--- config.mk ---
export PLATFORM = sky130hd
export DESIGN_NAME = pipeline_hazard_ctrl
export DESIGN_NICKNAME = d
export VERILOG_FILES = /design/src/rtl/pipeline_hazard_ctrl_pkg.sv /design/src/rtl/hazard_muldiv_timer.sv /design/src/rtl/pipeline_hazard_ctrl.sv
export SDC_FILE = /design/constraint.sdc
export NUM_CORES = 1
export LEC_CHECK = 0
export BUFFER_PORTS_ARGS = -buffer_cell sky130_fd_sc_hd__buf_2
export CAP_MARGIN = 40
export CORE_MARGIN = 2
export CORE_UTILIZATION = 54
export DETAILED_ROUTE_END_ITERATION = 8
export PLACE_DENSITY = 0.86
export SLEW_MARGIN = 20
export SYNTH_ARGS = -nofsm -noshare
export SYNTH_HDL_FRONTEND = slang
export SYNTH_SLANG_ARGS = --single-unit
--- constraint.sdc ---
create_clock -name clk -period 2.8 [get_ports clk]
set_input_delay 0.56 -clock clk [delete_from_list [all_inputs] [get_ports clk]]
set_output_delay 0.56 -clock clk [all_outputs]
set_load 0.03 [all_outputs]
--- src/rtl/pipeline_hazard_ctrl_pkg.sv ---
// Shared bypass select codes and in-flight slot layout for the RF/EXE hazard controller.
package pipeline_hazard_ctrl_pkg;

  localparam logic [1:0] RF_A_REGFILE    = 2'd0;
  localparam logic [1:0] RF_A_EXE_BYPASS = 2'd1;
  localparam logic [1:0] RF_A_MEM_BYPASS = 2'd2;
  localparam logic [1:0] RF_A_RB_BYPASS  = 2'd3;

  localparam logic [2:0] RF_B_REGFILE    = 3'd0;
  localparam logic [2:0] RF_B_EXE_BYPASS = 3'd1;
  localparam logic [2:0] RF_B_MEM_BYPASS = 3'd2;
  localparam logic [2:0] RF_B_INST_BYPASS = 3'd3;
  localparam logic [2:0] RF_B_RB_BYPASS  = 3'd4;

  typedef struct packed {
    logic       valid;
    logic [4:0] dest;
    logic       is_load;
  } slot_t;

  localparam slot_t SLOT_EMPTY = '0;

  function automatic logic slot_match(input slot_t s, input logic [4:0] idx);
    return s.valid && (s.dest == idx);
  endfunction

endpackage

--- src/rtl/hazard_muldiv_timer.sv ---
// HI/LO unit occupancy timer: loads on an issued mult/div, counts down every cycle.
module hazard_muldiv_timer #(
  parameter int MULT_CYCLES = 6,
  parameter int DIV_CYCLES  = 36,
  parameter int CNT_W       = 6
) (
  input  logic clk,
  input  logic rst_n,
  input  logic i_load_mult,
  input  logic i_load_div,
  output logic o_busy
);

  logic [CNT_W-1:0] r_cnt;

  // Counts through mem_stall: the HI/LO unit is not frozen by the pipe.
  always_ff @(posedge clk or negedge rst_n) begin
    if (!rst_n)
      r_cnt <= '0;
    else if (i_load_div)
      r_cnt <= CNT_W'(DIV_CYCLES);
    else if (i_load_mult)
      r_cnt <= CNT_W'(MULT_CYCLES);
    else if (r_cnt != '0)
      r_cnt <= r_cnt - 1'b1;
  end

  assign o_busy = (r_cnt != '0);

endmodule

--- src/rtl/pipeline_hazard_ctrl.sv ---
// RF/EXE hazard and bypass controller: registered operand selects plus rf_stall interlocks.
// Optional WB_HOLD_BYPASS_EN: WB collisions use the RF-stage write-back bypass instead of stalling.
module pipeline_hazard_ctrl
  import pipeline_hazard_ctrl_pkg::*;
#(
  parameter int MULT_CYCLES = 6,
  parameter int DIV_CYCLES  = 36,
  parameter int CNT_W       = 6
) (
  input  logic       clk,
  input  logic       rst_n,
  input  logic       id_valid,
  input  logic [4:0] id_rs,
  input  logic [4:0] id_rt,
  input  logic       id_use_rs,
  input  logic       id_use_rt,
  input  logic       id_use_imm,
  input  logic [4:0] id_dest,
  input  logic       id_is_load,
  input  logic       id_is_mult,
  input  logic       id_is_div,
  input  logic       id_reads_hilo,
  input  logic       mem_stall,
  input  logic       exe_flush,
  output logic       rf_stall,
  output logic [1:0] exe_a_bypass,
  output logic [2:0] exe_b_bypass,
  output logic       muldiv_busy
);

  slot_t r_exe, r_mem, r_wb;
  logic [1:0] r_a_sel, w_a_sel;
  logic [2:0] r_b_sel, w_b_sel;

  logic w_chk_a, w_chk_b;
  logic w_a_exe, w_a_mem, w_a_wb;
  logic w_b_exe, w_b_mem, w_b_wb;
  logic w_load_use, w_wb_coll, w_hilo_hold, w_busy;
  logic w_kill, w_issue;

  // Operand B compare is skipped when B is the immediate.
  assign w_chk_a = id_use_rs;
  assign w_chk_b = id_use_rt && !id_use_imm;

  assign w_a_exe = slot_match(r_exe, id_rs);
  assign w_a_mem = slot_match(r_mem, id_rs);
  assign w_a_wb  = slot_match(r_wb,  id_rs);
  assign w_b_exe = slot_match(r_exe, id_rt);
  assign w_b_mem = slot_match(r_mem, id_rt);
  assign w_b_wb  = slot_match(r_wb,  id_rt);

  assign w_load_use = r_exe.is_load &&
                      ((w_chk_a && w_a_exe) || (w_chk_b && w_b_exe));
  assign w_wb_coll  = (w_chk_a && !w_a_exe && !w_a_mem && w_a_wb) ||
                      (w_chk_b && !w_b_exe && !w_b_mem && w_b_wb);
  assign w_hilo_hold = w_busy && (id_reads_hilo || id_is_mult || id_is_div);

`ifdef WB_HOLD_BYPASS_EN
  assign rf_stall = id_valid && (w_load_use || w_hilo_hold);
`else
  assign rf_stall = id_valid && (w_load_use || w_hilo_hold || w_wb_coll);
`endif

  always_comb begin
    w_a_sel = RF_A_REGFILE;
    if (w_chk_a) begin
      if (w_a_exe)      w_a_sel = RF_A_EXE_BYPASS;
      else if (w_a_mem) w_a_sel = RF_A_MEM_BYPASS;
`ifdef WB_HOLD_BYPASS_EN
      else if (w_a_wb)  w_a_sel = RF_A_RB_BYPASS;
`endif
    end
    w_b_sel = RF_B_REGFILE;
    if (id_use_imm)
      w_b_sel = RF_B_INST_BYPASS;
    else if (w_chk_b) begin
      if (w_b_exe)      w_b_sel = RF_B_EXE_BYPASS;
      else if (w_b_mem) w_b_sel = RF_B_MEM_BYPASS;
`ifdef WB_HOLD_BYPASS_EN
      else if (w_b_wb)  w_b_sel = RF_B_RB_BYPASS;
`endif
    end
  end

  assign w_kill  = rf_stall || exe_flush || !id_valid;
  assign w_issue = !mem_stall && !w_kill;

  always_ff @(posedge clk or negedge rst_n) begin
    if (!rst_n) begin
      r_exe   <= SLOT_EMPTY;
      r_mem   <= SLOT_EMPTY;
      r_wb    <= SLOT_EMPTY;
      r_a_sel <= RF_A_REGFILE;
      r_b_sel <= RF_B_REGFILE;
    end else if (!mem_stall) begin
      r_wb  <= r_mem;
      r_mem <= r_exe;
      if (w_kill) begin
        r_exe   <= SLOT_EMPTY;
        r_a_sel <= RF_A_REGFILE;
        r_b_sel <= RF_B_REGFILE;
      end else begin
        r_exe   <= '{valid: (id_dest != 5'd0), dest: id_dest,
                     is_load: id_is_load && (id_dest != 5'd0)};
        r_a_sel <= w_a_sel;
        r_b_sel <= w_b_sel;
      end
    end
  end

  hazard_muldiv_timer #(
    .MULT_CYCLES(MULT_CYCLES),
    .DIV_CYCLES (DIV_CYCLES),
    .CNT_W      (CNT_W)
  ) u_timer (
    .clk        (clk),
    .rst_n      (rst_n),
    .i_load_mult(w_issue && id_is_mult),
    .i_load_div (w_issue && id_is_div),
    .o_busy     (w_busy)
  );

  assign exe_a_bypass = r_a_sel;
  assign exe_b_bypass = r_b_sel;
  assign muldiv_busy  = w_busy;

endmodule
==> flow_summary.ini <==
[run_status]
status = completed

[floorplan]
num_io_pins = 34
die_area_um2 = 3650
die_x_um = 60.4
initial_core_util = 0.567
core_area_um2 = 3030
fp-row-count = 20
die_h_um = 60.4

[worst_setup_path]
cp_max_fo = 3
required_ps = 2240
regToRegStartpoint = u_timer.r_cnt[0]
crit_path_cell_trace = xor2_1 -> nor4_1 -> nand3_1 -> nor3b_4 -> a311oi_2 -> a21boi_1 -> buf_4
cp_slowest_stage_delay_ps = 430
path_class = reg -> out
slowest_stage = dfrtp_1
cp-start-kind = flop
critPathTopFamily = simple AND/OR/NAND/NOR gates
end_kind = primary output
critPathLaunch = r_wb[4]
worstPathArrival_ps = 2220
crit_buf_inv = 1

[pwr]
power_frac_clock = 0.218
p_int_mw = 0.732
leakagePower_nw = 0.965
p_comb_frac = 0.304
power_density_nw_per_um2 = 542
switching_share = 0.350
power_switching_mw = 0.395
ir_worst_vdd_mv = 0.315
seq_power_share = 0.478

[yosys]
synth_edf_count = 0
synth_area_um2 = 1720
postSynthCellCount = 155
ys.flop_type = dfrtp_1
synth_cell_types = 42
avgSynthCellArea_um2 = 11.1
ys_seq_elements = 29
synth-seq-area-share = 0.423
synthArstFlopShare = 1.00
syn-num-nets = 184
ys_warn_count = 0

[sta]
max_freq_mhz = 359
fin_crit_sh = 0.994
rsz0062_at_grt = yes
min_period_ps = 2780
layout_setup_ws_ps = 15.9
slew_viol_final = 0
finalClockSkew_ps = 11.0
setup_viol = 0
tightest_slew_ps = 814
final-hold-violation-count = 0
slew_headroom = 0.450

[grt]
grt_pass1_wl_um = 6210
grt_pass1_vias = 1314
antenna_found_initial = 0
gr-usage-all-layers = 0.242
grt_max_degree = 30
gr-total-overflow = 0

[cts]
htreeDepth = 2
cts_tree = built
clock_sinks = 29
clock_tree.buffer_depth = 2
cts-root-buf = clkbuf_4
clk_pin_slew_ps = 90
cts_buffers = 5
clock_latency_ps = 340

[drt]
via_per_inst = 5.56
drc_errors = 0
drt-total-wl_um = 4030
firstDrtPassIters = 4
wl_per_cell_um = 16.5
vias = 1357
postRouteAntennaNets = 0
dr.first_iter.drc_count = 39

[final_layout]
utilization = 0.686
fin_nets = 228
area_growth_pct = 21.1
drive_gt1_frac = 0.395
diodes = 0

[hold_path]
hp-class = in -> async

[placement]
port_buffers = 32
pre_cts_ws_ps = -23.3
place.gp.congestion = 0.904
dp_hpwl_um = 2980

[job]
drv_cap = 0
-- layout make-up --
type	instances	area [um2]
Fill cell	236	950
Multi-Input combinational cell	117	987
Tap cell	44	55.1
Clock inverter	3	17.5
Clock buffer	5	37.5
Timing Repair Buffer	42	238
Sequential cell	29	728
Inverter	4	15.0
-- cell usage in the layout (no fill, tap or decap), types with 2 or more instances in the layout --
master and count:
buf_2 31, dfrtp_1 27, xor2_1 16, xnor2_1 15
mux2_2 12, buf_4 11, nand2_1 9, nor2_1 8
nand3_1 6, a22o_1 6, clkbuf_4 5, inv_1 4
nor3_1 4, nand4_1 3, o21ai_1 3, nor2b_1 2
xnor2_2 2, nor4_2 2, a31oi_1 2, ha_1 2
clkinv_2 2, dfrtp_2 2
-- cells in the mapped netlist (2+ instances only) --
cell type | count | area, um2
xnor2_1 | 17 | 149
nor2_1 | 8 | 30.0
nand4_1 | 3 | 18.8
clkbuf_1 | 3 | 11.3
a31oi_1 | 2 | 12.5
buf_4 | 2 | 15.0
nor2b_1 | 2 | 12.5
dfrtp_1 | 29 | 726
ha_1 | 2 | 25.0
xor2_1 | 16 | 140
nor3_2 | 2 | 20.0
nor4_1 | 2 | 12.5
nand3_1 | 6 | 30.0
nand2_1 | 9 | 33.8
o21ai_1 | 3 | 15.0
nor3_1 | 4 | 20.0
a22o_1 | 6 | 52.6
inv_1 | 4 | 15.0
mux2_2 | 12 | 135
-- through the flow --
step / instances / instance area [um2] / TNS, ps / hold slack (ps) / total power, mW
floorplan: 155 / 1720 / 0 / 264 / 0.774
global placement: 229 / 1930 / -9.42 / 472 / 0.849
detailed placement: 229 / 1930 / -23.3 / 486 / 0.877
CTS: 238 / 2000 / 0 / 247 / 1.13
global route: 244 / 2080 / -44.0 / 262 / 1.20
finish: 244 / 2080 / 0 / 237 / 1.13
-- cells by family (layout without fill, tap and decap cells) --
kind of cell | after synthesis | in the layout | share of synthesized area
and+or+nand+nor | 44 | 44 | 0.158
xor gates and xnor gates | 33 | 33 | 0.168
DFF | 29 | 29 | 0.423
AOI/OAI and AO/OA | 25 | 25 | 0.131
muxes | 12 | 12 | 0.0787
buffers and inverters | 9 | 54 | 0.0240
adders and majority gates | 2 | 2 | 0.0146
other | 1 | 1 | 0.00218
-- path summary, 6_finish.rpt --
| kind | end | slack [ps] | cells past startpoint |
|---|---|---|---|
| max in group asynchronous | r_exe[5] | 2120 | 1 |
| max | rf_stall | 20 | 7 |
| min reg2reg | u_timer.r_cnt[0] | 500 | 1 |
| max reg2reg | u_timer.r_cnt[5] | 270 | 9 |
| min | u_timer.r_cnt[1] | 240 | 1 |
| min in group clk | r_exe[5] | 440 | 2 |
-- power by group through the flow --
stage	Clock, mW	Combinational [mW]	Sequential (mW)
finish	0.246	0.343	0.538
global route	0.274	0.383	0.546
CTS	0.254	0.334	0.538
detailed placement	0	0.330	0.547
global placement	0	0.310	0.539
floorplan	0	0.243	0.531
-- layer usage --
metal / GRT usage / routed length, um / up-vias / part of all wire
met3: 0.0661 / 190 / 12 / 0.047
met4: 0.114 / 82 / 0 / 0.020
met1: 0.287 / 1580 / 651 / 0.39
li1: - / - / 647 / -
met2: 0.408 / 2180 / 47 / 0.54
met5: 0 / 0 / - / 0
-- sequential cells by signal, summed over array words and instances, names as in the netlist --
signal         cells
r_mem              6
u_timer.r_cnt      6
exe_b_bypass       2
r_wb               6
exe_a_bypass       2
r_exe              7
-- repair_timing --
item | CTS | global route
hold buffers | 0 | 0
setup buffers | 1 | 6
setup endpoints to repair | 1 | 1
endpoints found under the hold margin | 0 | 0
resized for setup | 1 | 9
pin swaps | 4 | 6
(Power assumes the default switching activity.)
